[src/rtl/layer_ctrl_pkg.sv]
// Shared types and helpers for the layer sequencer.
// Holds the FSM state encoding and counter-width functions.
package layer_ctrl_pkg;

    typedef enum logic [1:0] {
        LOAD   = 2'd0,
        STREAM = 2'd1,
        WAIT   = 2'd2,
        DRAIN  = 2'd3
    } state_e;

    // Width of a counter that must be able to hold the value n.
    function automatic int idx_w(input int n);
        return (n < 1) ? 1 : $clog2(n + 1);
    endfunction

endpackage

[src/rtl/layer_seq_ctrl_act_buffer.sv]
// Activation register file: per-entry write enables, comb read.
// Ports: clk, we_i/wdata_i (one data slice per entry), raddr_i, rdata_o.
module act_buffer #(
    parameter int W     = 16,
    parameter int DEPTH = 4,
    parameter int AW    = 3
) (
    input  logic               clk,
    input  logic [DEPTH-1:0]   we_i,
    input  logic [DEPTH*W-1:0] wdata_i,
    input  logic [AW-1:0]      raddr_i,
    output logic [W-1:0]       rdata_o
);

    logic [W-1:0] mem_q [DEPTH];

    // Contents survive reset on purpose; state is rebuilt per vector.
    always_ff @(posedge clk) begin
        for (int k = 0; k < DEPTH; k++) begin
            if (we_i[k]) mem_q[k] <= wdata_i[k*W +: W];
        end
    end

    // Out-of-range addresses read as zero.
    always_comb begin
        rdata_o = '0;
        for (int k = 0; k < DEPTH; k++) begin
            if (raddr_i == AW'(k)) rdata_o = mem_q[k];
        end
    end

endmodule

[src/rtl/layer_seq_ctrl.sv]
// Fully connected layer sequencer: load, broadcast, collect, drain.
// Ports: upstream in_*, neuron_* broadcast/collect, downstream out_*.
module layer_seq_ctrl
    import layer_ctrl_pkg::*;
#(
    parameter int numInputs     = 30,
    parameter int numNeurons    = 10,
    parameter int dataWidth     = 16,
    parameter int timeoutCycles = 64
) (
    input  logic                            clk,
    input  logic                            rst,
    input  logic [dataWidth-1:0]            in_data,
    input  logic                            in_valid,
    output logic                            in_ready,
    output logic [dataWidth-1:0]            neuron_in,
    output logic                            neuron_in_valid,
    input  logic [numNeurons*dataWidth-1:0] neuron_out,
    input  logic [numNeurons-1:0]           neuron_outvalid,
    output logic [dataWidth-1:0]            out_data,
    output logic                            out_valid,
    input  logic                            out_ready,
    output logic                            busy,
    output logic                            err_timeout
);

    localparam int IW = idx_w(numInputs);
    localparam int OW = idx_w(numNeurons);
    localparam int TW = idx_w(timeoutCycles);
    localparam int N  = numNeurons;
    localparam int DW = dataWidth;

    localparam logic [IW-1:0] LAST_IN  = IW'(numInputs - 1);
    localparam logic [IW-1:0] N_IN     = IW'(numInputs);
    localparam logic [OW-1:0] LAST_OUT = OW'(numNeurons - 1);
    localparam logic [TW-1:0] T_LAST   = TW'(timeoutCycles - 1);

    state_e          state_q, state_d;
    logic [IW-1:0]   wr_idx_q, wr_idx_d;
    logic [IW-1:0]   rd_idx_q, rd_idx_d;
    logic [OW-1:0]   o_idx_q, o_idx_d;
    logic [TW-1:0]   tcnt_q, tcnt_d;
    logic [N-1:0]    done_q, done_d;
    logic [DW-1:0]   nin_q, nin_d;
    logic            nvld_q, nvld_d;
    logic            err_q, err_d;
    logic            init_q;

    logic                 accept;
    logic [numInputs-1:0] ib_we;
    logic [IW-1:0]        ib_raddr;
    logic [DW-1:0]        ib_rdata;
    logic [N-1:0]         cap;
    logic                 all_done;
    logic                 tmo;
    logic [N-1:0]         ob_we;
    logic [N*DW-1:0]      ob_wdata;
    logic [DW-1:0]        ob_rdata;

    assign accept   = in_valid & in_ready;
    assign ib_raddr = (state_q == STREAM) ? rd_idx_q : '0;

    always_comb begin
        ib_we = '0;
        for (int k = 0; k < numInputs; k++) begin
            ib_we[k] = accept && (wr_idx_q == IW'(k));
        end
    end

    act_buffer #(.W(DW), .DEPTH(numInputs), .AW(IW)) u_ibuf (
        .clk     (clk),
        .we_i    (ib_we),
        .wdata_i ({numInputs{in_data}}),
        .raddr_i (ib_raddr),
        .rdata_o (ib_rdata)
    );

    // First pulse per neuron wins; later repeats are masked by done_q.
    assign cap = (state_q == STREAM || state_q == WAIT)
               ? (neuron_outvalid & ~done_q) : '0;
    assign all_done = &(done_q | cap);
    assign tmo = (state_q == WAIT) && (tcnt_q == T_LAST) && !all_done;
    // On timeout, entries that never reported are written with zero.
    assign ob_we = cap | (tmo ? ~(done_q | cap) : '0);

    always_comb begin
        ob_wdata = '0;
        for (int k = 0; k < N; k++) begin
            if (cap[k]) ob_wdata[k*DW +: DW] = neuron_out[k*DW +: DW];
        end
    end

    act_buffer #(.W(DW), .DEPTH(N), .AW(OW)) u_obuf (
        .clk     (clk),
        .we_i    (ob_we),
        .wdata_i (ob_wdata),
        .raddr_i (o_idx_q),
        .rdata_o (ob_rdata)
    );

    always_ff @(posedge clk or negedge rst) begin
        if (!rst) begin
            state_q  <= LOAD;
            wr_idx_q <= '0;
            rd_idx_q <= '0;
            o_idx_q  <= '0;
            tcnt_q   <= '0;
            done_q   <= '0;
            nin_q    <= '0;
            nvld_q   <= 1'b0;
            err_q    <= 1'b0;
            init_q   <= 1'b0;
        end else begin
            state_q  <= state_d;
            wr_idx_q <= wr_idx_d;
            rd_idx_q <= rd_idx_d;
            o_idx_q  <= o_idx_d;
            tcnt_q   <= tcnt_d;
            done_q   <= done_d;
            nin_q    <= nin_d;
            nvld_q   <= nvld_d;
            err_q    <= err_d;
            init_q   <= 1'b1;
        end
    end

    always_comb begin
        state_d  = state_q;
        wr_idx_d = wr_idx_q;
        rd_idx_d = rd_idx_q;
        o_idx_d  = o_idx_q;
        tcnt_d   = tcnt_q;
        done_d   = done_q | cap;
        nin_d    = nin_q;
        nvld_d   = nvld_q;
        err_d    = err_q;
        unique case (state_q)
            LOAD: begin
                if (accept) begin
                    if (wr_idx_q == LAST_IN) begin
                        // Word 0 is preloaded so the burst starts next cycle.
                        wr_idx_d = '0;
                        done_d   = '0;
                        state_d  = STREAM;
                        nin_d    = (numInputs == 1) ? in_data : ib_rdata;
                        nvld_d   = 1'b1;
                        rd_idx_d = IW'(1);
                    end else begin
                        wr_idx_d = wr_idx_q + 1'b1;
                    end
                end
            end
            STREAM: begin
                if (rd_idx_q == N_IN) begin
                    nvld_d   = 1'b0;
                    nin_d    = '0;
                    rd_idx_d = '0;
                    tcnt_d   = '0;
                    state_d  = WAIT;
                end else begin
                    nin_d    = ib_rdata;
                    rd_idx_d = rd_idx_q + 1'b1;
                end
            end
            WAIT: begin
                if (tcnt_q != T_LAST) tcnt_d = tcnt_q + 1'b1;
                if (all_done) begin
                    state_d = DRAIN;
                    o_idx_d = '0;
                end else if (tmo) begin
                    err_d   = 1'b1;
                    state_d = DRAIN;
                    o_idx_d = '0;
                end
            end
            DRAIN: begin
                if (out_ready) begin
                    if (o_idx_q == LAST_OUT) begin
                        o_idx_d = '0;
                        state_d = LOAD;
                    end else begin
                        o_idx_d = o_idx_q + 1'b1;
                    end
                end
            end
            default: state_d = LOAD;
        endcase
    end

    always_comb begin
        in_ready        = (state_q == LOAD) && init_q;
        out_valid       = (state_q == DRAIN);
        out_data        = out_valid ? ob_rdata : '0;
        busy            = !((state_q == LOAD) && (wr_idx_q == '0));
        neuron_in       = nin_q;
        neuron_in_valid = nvld_q;
        err_timeout     = err_q;
    end

endmodule

[config.mk]
export PLATFORM = sky130hd
export DESIGN_NAME = layer_seq_ctrl
export DESIGN_NICKNAME = d
export VERILOG_FILES = /design/src/rtl/layer_ctrl_pkg.sv /design/src/rtl/layer_seq_ctrl_act_buffer.sv /design/src/rtl/layer_seq_ctrl.sv
export SDC_FILE = /design/constraint.sdc
export NUM_CORES = 1
export LEC_CHECK = 0
export CAP_MARGIN = 10
export CORE_AREA = 4 4 311 313
export CTS_CLUSTER_DIAMETER = 80
export DETAILED_ROUTE_END_ITERATION = 16
export DIE_AREA = 0 0 315 317
export PLACE_DENSITY_LB_ADDON = 0.08
export SLEW_MARGIN = 20
export SYNTH_ARGS = -nofsm -noshare
export SYNTH_HDL_FRONTEND = slang
export SYNTH_SLANG_ARGS = --single-unit
[constraint.sdc]
create_clock -name clk -period 7.5 [get_ports clk]
set_clock_uncertainty 0.15 [all_clocks]
set_input_delay 1.5 -clock clk [delete_from_list [all_inputs] [get_ports clk]]
set_output_delay 1.5 -clock clk [all_outputs]
set_load 0.05 [all_outputs]
==> results of run 1 <==
## worst max-delay path, stage by stage, from the launching register on
cell,delay (ps)
dfrtp_2,380
buf_4,510
nor2b_1,790
and2_1,610
a222oi_1,140
o211ai_1,150
o21ai_0,160
a21boi_0,320
clkdlybuf4s50_1,870
## power by group
group | leakage (µW) | switching (µW) | internal (µW) | total, µW
logic | 0.00373 | 1210 | 601 | 1820
clock network | 0.00125 | 1560 | 2270 | 3830
registers | 0.00648 | 135 | 4310 | 4450
total | 0.0115 | 2900 | 7190 | 10100
## worst max path at each step
stage	startpoint	endpoint	slack, ps	depth (start not counted)
after floorplan	o_idx_q[3]$_DFFE_PN0P_	out_data[10]	3060	8
after global placement	o_idx_q[0]$_DFFE_PN0P_	out_data[3]	1980	8
after detailed placement	o_idx_q[0]$_DFFE_PN0P_	out_data[3]	1890	8
after CTS	o_idx_q[0]$_DFFE_PN0P_	out_data[3]	1200	8
after global routing	o_idx_q[0]$_DFFE_PN0P_	out_data[3]	970	8
final	o_idx_q[0]$_DFFE_PN0P_	out_data[3]	1300	8
## cell usage in the layout (no fill, tap or decap), types with 15 or more instances in the layout
master             n
edfxtp_1         640
clkdlybuf4s50_1  224
and2_1           172
nor2_1           118
nand2_1          111
a22oi_1           96
buf_4             87
o21ai_0           82
clkbuf_16         81
a21oi_1           76
dfrtp_1           51
a221oi_1          40
nand3_1           36
o211ai_1          29
mux2i_1           27
o22ai_1           27
a222oi_1          24
clkbuf_1          23
nor3_1            21
nor2_2            20
a211oi_1          19
nand4_1           16
and3_1            15
## sequential cells by signal, indices dropped and copies added, names as in the netlist
name / count
neuron_in: 16
o_idx_q: 4
state_q: 2
wr_idx_q: 5
u_obuf.mem_q: 160
init_q: 1
tcnt_q: 7
neuron_in_valid: 1
err_timeout: 1
rd_idx_q: 5
u_ibuf.mem_q: 480
done_q: 10
## layer usage
layer	share of wire	GRT usage	routed length [µm]	up-vias
met5	0.00026	0	27	-
met4	0.027	0.05610	2800	4
li1	-	-	-	8168
met3	0.053	0.03656	5533	120
met1	0.43	0.2650	44280	9363
met2	0.49	0.3513	51260	582
## area by class of cell
class / instances / area (µm²)
Tap cell: 1265 / 1583
Clock buffer: 109 / 2182
Inverter: 8 / 30.03
Fill cell: 9083 / 59470
Timing Repair Buffer: 313 / 2905
Clock inverter: 35 / 364.1
Sequential cell: 692 / 20520
Multi-Input combinational cell: 1119 / 7241
Antenna cell: 3 / 7.507
## logic make-up after synthesis
kind of cell,count (synthesis),share of synthesized area
mux,34,0.01524
flops,692,0.7309
simple gates,580,0.1098
other cells,1,0.0001336
buf+inv,100,0.01622
fa+ha+maj,12,0.005348
xor+xnor,1,0.0003120
compound gates,491,0.1221
## per-stage QoR
stage	instance area, µm²	std cells	worst slack [ps]	total power (µW)	utilization
after floorplan	28080	1911	3061	5529	-
after global placement	32250	3397	1977	6352	0.3419
final	34830	3544	1297	10090	0.3694
after CTS	34810	3541	1198	10220	0.3691
after detailed placement	32260	3397	1887	6368	0.3421
after global routing	34830	3541	974.4	10490	0.3693
==> out/results.ini, run 1 <==
[critical_path]
start_kind=flop
arrival_ps=4550
r2r-start=rd_idx_q[1]$_DFFE_PN0P_
reg2reg_to=neuron_in[10]$_DFFE_PN0P_
end_kind=output pin
cp_data_required_time_ps=5850
crit_type=reg -> out
cp_max_fo=39
reg2reg_slack_ps=3360
reg2reg_depth=6

[yosys]
synthDominantCellAreaShare=0.6845
ys_seq_elements=692
yosys_warnings=0
synth-edff-count=640
async_reset_ff_frac=0.07514
yosysTopAreaCell=edfxtp_1
ys_top_cells_by_count=640 x edfxtp_1, 172 x and2_1, 133 x nor2_1
syn_inst=1911
ys_types=76
synth_area_leaders=edfxtp_1 68%, dfrtp_1 4.6%, and2_1 3.8%
synth-main-ff-cell=edfxtp_1
yosys.cell_count.top_type=edfxtp_1
syn-num-nets=2113
syn-cell-area_mm2=0.02808
yosysSeqAreaShare=0.7309
avgSynthCellArea_um2=14.69

[die]
chipWidth_um=315
core_area_mm2=0.09430
initial_core_util=0.2977
die_height_um=317
die-area_mm2=0.09986
core.rowCount=113
pin_count=227

[sta]
rsz0062_at_grt=false
final_hold_viol_count=0
fin_crit_sh=0.8270
slew-limit-headroom=0.2840
setup_tns_ps=0
fin_hold_ws_ps=328.7
finalSetupViolCount=0
fmax_ghz=0.1612
period_needed_ps=6203
finalMaxSlewViolations=0
worst_pin_slew_ps=1074

[worst_hold_path]
hp-start=err_timeout$_DFFE_PN0P_
holdPathEnd=err_timeout$_DFFE_PN0P_
hold-path-cell-count=1
hp-class=reg -> reg

[clock_network]
cts_setup_buffers=0
clk_latency_ps=630
cts_tree=yes
post_cts_resized=0
holdBufCountCts=0
clock-sinks=692
clk_path_buf_depth=3
htreeDepth=3
clockRootBuffer=clkbuf_16
clkTransAtPathRegs_ps=60
cts-buffers-inserted=79

[global_route]
grt_pass1_vias=18320
grt.total_usage=0.2039
antenna_found_initial=6
grt_max_degree=53
gr-total-overflow=0
grt_pass1_wl_mm=143.7

[finish]
layout.nets=2415
syn_to_final_growth_pct=24.07
drive_above_1_share=0.1134

[pwr]
power_density_mw_per_mm2=289.8
p_leak_uw=0.01145
max-vdd-ir-drop_mv=0.1632

[job]
drv_cap=0

[drt]
drc=0
ant_nets=0
avgRoutedWirePerCell_um=29.32
via_per_inst=5.146
drtPass1Iterations=7
drt_iter0_drc=1880
wirelength_mm=103.9
num_vias=18237

[placement]
dpl.hpwl_mm=69.81
port_buffers=226
gp_congestion=0.8999

[run_status]
outcome=complete, no violations

Power figures use the tool's default switching activity.
==> run 2, diff against run 1 <==
==> constraint.sdc (replaced) <==
create_clock -name clk -period 5 [get_ports clk]
set_clock_uncertainty 0.15 [all_clocks]
set_input_delay 1 -clock clk [delete_from_list [all_inputs] [get_ports clk]]
set_output_delay 1 -clock clk [all_outputs]
set_load 0.05 [all_outputs]
==> run 2 against run 1 <==
Effect of this change:
- via count increased by 3.2%
- final cell count increased by 0.65%
- setup slack got worse by 1100 ps
- combinational power increased by 53%
- flip-flop and latch count unchanged
- die area unchanged
==> out/results.ini, run 2 (synthesis gave the netlist of run 1 again) <==
[critical_path]
crit_type=reg -> out
reg2reg_slack_ps=1020
reg2reg_depth=9
end_kind=output pin
reg2reg_to=neuron_in[15]$_DFFE_PN0P_
start_kind=flop
cp_data_required_time_ps=3850
cp_max_fo=19
arrival_ps=3630
r2r-start=state_q[1]$_DFFE_PN0P_

[clock_network]
clock-sinks=692
cts_tree=yes
cts_setup_buffers=0
htreeDepth=3
holdBufCountCts=0
clockRootBuffer=clkbuf_16
cts-buffers-inserted=80
clk_latency_ps=630
clkTransAtPathRegs_ps=60
post_cts_resized=0
clk_path_buf_depth=3

[die]
core_area_mm2=0.09430
die-area_mm2=0.09986
initial_core_util=0.2977
chipWidth_um=315
die_height_um=317
core.rowCount=113
pin_count=227

[global_route]
grt.total_usage=0.2065
grt_pass1_vias=19313
gr-total-overflow=0
antenna_found_initial=7
grt_max_degree=41
grt_pass1_wl_mm=147.1

[pwr]
finalPower_uw=15290
max-vdd-ir-drop_mv=0.2175
power_density_mw_per_mm2=435.9
p_leak_uw=0.01162

[drt]
avgRoutedWirePerCell_um=29.58
drc=0
ant_nets=0
wirelength_mm=105.5
num_vias=18825
via_per_inst=5.278
drt_iter0_drc=1894
drtPass1Iterations=6

[placement]
dpl.hpwl_mm=70.87
dpl_cell_area_mm2=0.03250
gp_congestion=0.8379
port_buffers=226

[finish]
seqCellArea_mm2=0.02052
largest-register=u_ibuf.mem_q
multi_input_area_mm2=0.007189
drive_above_1_share=0.1256
fin_area_mm2=0.03508
final_cell_mix=640 x edfxtp_1, 206 x clkdlybuf4s50_1, 172 x and2_1, 124 x nor2_1, 111 x nand2_1
fin_util=0.3720
final_common_cell=edfxtp_1
layout.nets=2437
fillers=9044
syn_to_final_growth_pct=24.95
largest_reg_flops=480

[sta]
period_needed_ps=4776
slew-limit-headroom=0.3234
finalMaxSlewViolations=0
fmax_ghz=0.2094
final_hold_viol_count=0
rsz0062_at_grt=false
fin_crit_sh=0.9552
setup_tns_ps=0
finalSetupViolCount=0
worst_pin_slew_ps=1009

[run_status]
outcome=complete, no violations

[job]
drv_cap=0

[worst_hold_path]
hp-class=in -> async

-- run 2: cell count changes in the layout (fill, tap and decap cells not counted), moves of 5 or more --
cell / delta
buf_4: +23
buf_12: +14
nor2_1: +6
clkinv_1: +8
clkdlybuf4s50_1: -18
clkinv_2: -5
-- run 2: layout make-up --
type                            instances  share of cell area
Sequential cell                       692              0.5850
Antenna cell                            1          0.00007133
Clock buffer                          110             0.06406
Multi-Input combinational cell       1119              0.2049
Timing Repair Buffer                  334             0.09088
Clock inverter                         38            0.009095
Inverter                                8           0.0008560
Tap cell                             1265             0.04512
-- run 2: worst max-delay path: stages, from the launching register on --
cell      delay [ps]
dfrtp_1          540
buf_4            390
nor2b_1          340
nand2_1          500
o211ai_1         400
o21ai_0          260
a21boi_0         370
buf_12           190
-- run 2: power breakdown --
group          switching (µW)  internal [µW]
clock network            2380           3400
registers                 253           6470
logic                    1820            970
-- run 2: how the worst max path moves through the flow --
stage	start	to	slack, ps
3_3_place_gp	o_idx_q[1]$_DFFE_PN0P_	out_data[13]	760
5_1_grt	o_idx_q[0]$_DFFE_PN0P_	out_data[8]	2
4_1_cts	o_idx_q[1]$_DFFE_PN0P_	out_data[13]	40
2_1_floorplan	o_idx_q[3]$_DFFE_PN0P_	out_data[10]	1060
6_report	o_idx_q[1]$_DFFE_PN0P_	out_data[13]	220
3_5_place_dp	o_idx_q[1]$_DFFE_PN0P_	out_data[13]	730
-- run 2: per-stage QoR --
step	setup WS (ps)	cells	hold WS [ps]
after floorplan	1061	1911	295.5
after global placement	757.4	3418	321.3
after detailed placement	730.4	3418	330.4
after CTS	41.09	3566	198.2
after global routing	2.301	3566	215.9
final	223.8	3567	227.2
-- run 2: routing by layer --
layer | GRT usage | up-vias | share of wire
li1 | - | 8189 | -
met1 | 0.2747 | 9702 | 0.43
met2 | 0.3536 | 762 | 0.49
met3 | 0.03493 | 170 | 0.063
met4 | 0.04902 | 2 | 0.022
met5 | 0 | - | 0.00012
